<file path="src/rtl/lc3_pkg.sv">
// Shared LC-3 datapath constants, word type and the address-width helper.
package lc3_pkg;

   localparam int LC3_WORD_W = 16;
   localparam int LC3_NREGS  = 8;

   typedef logic [LC3_WORD_W-1:0] lc3_word_t;

   function automatic int clog2(input int value);
      int r;
      r = 0;
      while ((1 << r) < value) r++;
      return r;
   endfunction

endpackage

</file>
<file path="src/rtl/lc3_regfile_mp_mux.sv">
// Parametrised N-to-1 mux over a flat packed input; an out-of-range select yields 0.
module mux_n_to_1
   import lc3_pkg::*;
#(
   parameter int N     = 8,
   parameter int WIDTH = 16,
   localparam int SEL_W = clog2(N)
) (
   input  logic [N*WIDTH-1:0] din,
   input  logic [SEL_W-1:0]   sel,
   output logic [WIDTH-1:0]   dout
);

   always_comb begin
      dout = '0;
      for (int unsigned k = 0; k < N; k++) begin
         if (32'(sel) == k) dout = din[k*WIDTH +: WIDTH];
      end
   end

endmodule

</file>
<file path="src/rtl/lc3_regfile_mp.sv">
// Multi-port LC-3 register file: write-to-read bypass, busy scoreboard, optional registered reads.
module lc3_regfile_mp
   import lc3_pkg::*;
#(
   parameter int WIDTH  = LC3_WORD_W,
   parameter int DEPTH  = LC3_NREGS,
   parameter int NRD    = 2,
   parameter int REG_RD = 0,
   localparam int ADDR_W = clog2(DEPTH)
) (
   input  logic                  clk,
   input  logic                  reset,
   input  logic                  wr_en,
   input  logic [ADDR_W-1:0]     wr_addr,
   input  logic [WIDTH-1:0]      wr_data,
   input  logic                  mark_en,
   input  logic [ADDR_W-1:0]     mark_addr,
   input  logic [NRD*ADDR_W-1:0] rd_addr,
   output logic [NRD*WIDTH-1:0]  rd_data,
   output logic [NRD-1:0]        rd_busy
);

   logic [WIDTH-1:0]       regs [DEPTH];
   logic [DEPTH-1:0]       busy;
   logic [DEPTH*WIDTH-1:0] regs_flat;
   logic [NRD*WIDTH-1:0]   comb_data, rd_data_q;
   logic [NRD-1:0]         comb_busy, rd_busy_q;

   always_comb begin
      regs_flat = '0;
      for (int unsigned r = 0; r < DEPTH; r++) regs_flat[r*WIDTH +: WIDTH] = regs[r];
   end

   for (genvar i = 0; i < NRD; i++) begin : g_port
      logic [ADDR_W-1:0] addr;
      logic [WIDTH-1:0]  mux_out, p_data;
      logic              in_range, wr_hit, mark_hit, stored_busy, p_busy;

      assign addr = rd_addr[i*ADDR_W +: ADDR_W];

      mux_n_to_1 #(.N(DEPTH), .WIDTH(WIDTH)) u_mux (
         .din  (regs_flat),
         .sel  (addr),
         .dout (mux_out)
      );

      // A same-cycle mark means a newer writer is in flight, so it overrides the bypass clear.
      always_comb begin
         in_range    = 32'(addr) < 32'(DEPTH);
         wr_hit      = wr_en && (wr_addr == addr);
         mark_hit    = mark_en && (mark_addr == addr);
         stored_busy = 1'b0;
         for (int unsigned r = 0; r < DEPTH; r++) begin
            if (32'(addr) == r) stored_busy = busy[r];
         end
         p_data = '0;
         p_busy = 1'b0;
         if (in_range) begin
            if (wr_hit) begin
               p_data = wr_data;
               p_busy = mark_hit;
            end else begin
               p_data = mux_out;
               p_busy = stored_busy;
            end
         end
      end

      assign comb_data[i*WIDTH +: WIDTH] = p_data;
      assign comb_busy[i]                = p_busy;
   end

   always_ff @(posedge clk) begin
      if (reset) begin
         for (int unsigned r = 0; r < DEPTH; r++) regs[r] <= '0;
         busy      <= '0;
         rd_data_q <= '0;
         rd_busy_q <= '0;
      end else begin
         for (int unsigned r = 0; r < DEPTH; r++) begin
            if (wr_en && 32'(wr_addr) == r) regs[r] <= wr_data;
            if (mark_en && 32'(mark_addr) == r) busy[r] <= 1'b1;
            else if (wr_en && 32'(wr_addr) == r) busy[r] <= 1'b0;
         end
         rd_data_q <= comb_data;
         rd_busy_q <= comb_busy;
      end
   end

   assign rd_data = (REG_RD != 0) ? rd_data_q : comb_data;
   assign rd_busy = (REG_RD != 0) ? rd_busy_q : comb_busy;

endmodule

</file>
<file path="config.mk">
export PLATFORM = sky130hd
export DESIGN_NAME = lc3_regfile_mp
export DESIGN_NICKNAME = d
export VERILOG_FILES = /design/src/rtl/lc3_pkg.sv /design/src/rtl/lc3_regfile_mp_mux.sv /design/src/rtl/lc3_regfile_mp.sv
export SDC_FILE = /design/constraint.sdc
export NUM_CORES = 1
export LEC_CHECK = 0
export ABC_AREA = 1
export CAP_MARGIN = 5
export CORE_MARGIN = 3
export CORE_UTILIZATION = 25
export DETAILED_ROUTE_END_ITERATION = 6
export SETUP_SLACK_MARGIN = 0.2
export SKIP_LAST_GASP = 1
export SLEW_MARGIN = 10
export SYNTH_ARGS = -nofsm -noshare
export SYNTH_HDL_FRONTEND = slang
export SYNTH_SLANG_ARGS = --single-unit
</file>
<file path="constraint.sdc">
create_clock -name clk -period 2.2 [get_ports clk]
set_input_delay 0.33 -clock clk [delete_from_list [all_inputs] [get_ports clk]]
set_output_delay 0.33 -clock clk [all_outputs]
set_load 0.02 [all_outputs]
</file>
==> flow_summary.ini <==
[run_status]
status = finished, final reports clean

[cells_and_area]
fillers = 3068
num_antenna_cells = 0
layout_common_cells = nor2_1, nand2_1, edfxtp_1, buf_4, inv_1
layout_commonest_cell = nor2_1
syn2layout_area_growth_pct = 44.67
final_nets = 1203
drive_above_1_share_pct = 28.38

[worst_setup_path]
worstPathRequired_ps = 1870
worstSetupPathType = in -> out
path_cells = buf_8 > buf_12 > buf_12 > nor3_4 > buf_6 > buf_16 > nand2_2 > nand3_2 > nor2_2 > nand4_1 > nand2_1 > nand2_1 > buf_6
cp_slowest_cell = nor3_4
critPathMaxFanout = 6
max_stage_delay_ps = 210
critPathTopFamily = buffers and inverters
path_buf_inv = 6
critPathLaunchType = input pin
cp.arrival_ps = 1720
cp-end-kind = primary output

[placed_design]
port_buffers = 65
dp_slack_ps = -725.8
gp_congestion = 0.9276
place_hpwl_um = 20000

[logic_synthesis]
synth_adder_area_share_pct = 0
ys_ff_latch = 136
synth_top_cell_area_share_pct = 48.62
syn_inst = 982
avgSynthCellArea_um2 = 8.050
synth_simple_gate_area_share_pct = 34.09
synth.area.mux_share_pct = 0
synth_top_area_cell = edfxtp_1
yosysSeqAreaShare_pct = 50.65
synth_area_leaders = edfxtp_1, nor2_1, nand2_1
synth_compound_area_share_pct = 5.840
ys_types = 31
synthXorXnorAreaFrac_pct = 0.2216
synth_top_family_by_area = simple AND/OR/NAND/NOR gates
syn_area_mm2 = 0.007905
syn_nets = 1014
yosysWarnings = 0

[sta]
maxSlewHeadroom_pct = 73.25
max_freq_mhz = 487.4
fin_ws_ps = 148.2
finalHoldViolCount = 0
whs_ps = 467.6
period_needed_ps = 2052
setup_viol_count_final = 0
post-route-period-util_pct = 93.26
fin_skew_ps = 0
rsz0062_at_grt = true
slew_viol_final = 0
worst_pin_slew_ps = 401.3

[cts]
h-tree-depth = 4
root_buffer = clkbuf_16
clkSinkCount = 136
clk_path_buf_depth = 2
cts_tree = built
clk_latency_ps = 430
cts_buffers = 17
clkTransAtPathRegs_ps = 60
hold_buffers = 0

[global_route]
overflow = 0
grt_pass1_vias = 7783
track_usage_pct = 17.70
grt_pass1_wl_um = 45210
antenna_found_initial = 0
grt_max_degree = 22

[route]
routed_wl_um = 31030
vias_per_cell = 5.170
vias = 8168
dr.pass1.iters = 5
drt_iter0_drc = 966
drc = 0
postRouteAntennaNets = 0
wire_per_inst_um = 19.64

[floorplan]
core_mm2 = 0.03091
die_w_um = 183.8
io_pins = 66
dieArea_mm2 = 0.03379
die_h_um = 183.8
initial_core_util_pct = 25.57
num_rows = 64

[power]
vdd_drop_max_v = 0.0005821
power_leakage_nw = 4.849
powerDensity_mw_per_mm2 = 675.4

[hold_path]
hold_class = in -> reg

[flow_run]
cap_violations = 0
[through the flow]
stage	std cells	total power, W	setup TNS (ps)	cell area [um2]	util, %
floorplan	982	0.003845	0	7905	-
global placement	1503	0.004576	-21560	9932	32.13
detailed placement	1503	0.004582	-21860	9932	32.13
CTS	1571	0.007610	0	11080	35.86
global route	1580	0.007959	0	11440	37.00
finish	1580	0.007724	0	11440	37.00
[synth_stat cells (all sizes together)]
cell type,count
edfxtp,128
o32ai,2
inv,93
o22ai,5
clkbuf,11
a21oi,66
or2,1
nand3,71
nand4,76
o21ai,10
buf,47
dfxtp,8
xor2,2
o31ai,1
a32oi,1
clkinv,1
nor2,231
nor3,10
a22oi,1
a221oi,1
nand2,216
[path summary, 6_finish.rpt]
kind,cells past startpoint,start,slack [ps],end
setup / recovery,13,rd_addr[1],150,rd_data[3]
hold / removal,5,wr_en,470,busy[6]
setup reg to reg,2,busy[7],1460,busy[7]
hold reg to reg,2,busy[3],510,busy[3]
[layer usage]
metal	global-route usage, %	vias up	wire [um]
met4	6.380	0	1050
li1	-	3676	-
met5	0	-	0
met1	24.44	3909	13270
met2	27.17	495	13530
met3	4.195	88	3184
[worst min-delay path, cell delays in order]
cell      delay [ps]
clkbuf_2         110
buf_4            140
nand4_1          110
nand3_1           80
o31ai_1           80
[flip-flops by register name (all words and copies together), names as in the netlist]
register,count
busy,8
regs,128
[cells by family (layout without fill, tap and decap cells)]
kind of cell / Yosys count / in the layout
and+or+nand+nor: 605 / 605
buffers and inverters: 152 / 354
DFF: 136 / 136
AOI/OAI and AO/OA: 87 / 87
xor gates and xnor gates: 2 / 2
[power breakdown]
group	switching (W)	total, W	leakage, nW	internal (W)
clock network	0.00118	0.00297	0.282	0.00179
logic	0.000946	0.00163	3.26	0.000685
registers	0.0000964	0.00312	1.31	0.00302
total	0.00223	0.00772	4.85	0.00550
[cell type report]
class | instances | area [um2] | share of cell area [%]
clock buffers | 18 | 429.2 | 3.753
repair buffers | 226 | 2485 | 21.73
flip-flops and latches | 136 | 4004 | 35.01
inverters | 94 | 392.9 | 3.435
well taps | 396 | 495.5 | 4.333
repair inverters | 2 | 11.26 | 0.09847
clock inverters | 14 | 175.2 | 1.532
multi-input cells | 694 | 3443 | 30.11
[repair_timing]
| item | CTS | global route |
|---|---|---|
| resized for setup | 280 | 87 |
| endpoints found under the hold margin | 0 | 0 |
| endpoints found under the setup margin | 34 | 32 |
| buffers inserted | 31 | 6 |
| pin swaps | 35 | 41 |
| gates cloned | 5 | 3 |
(Power assumes the default switching activity.)
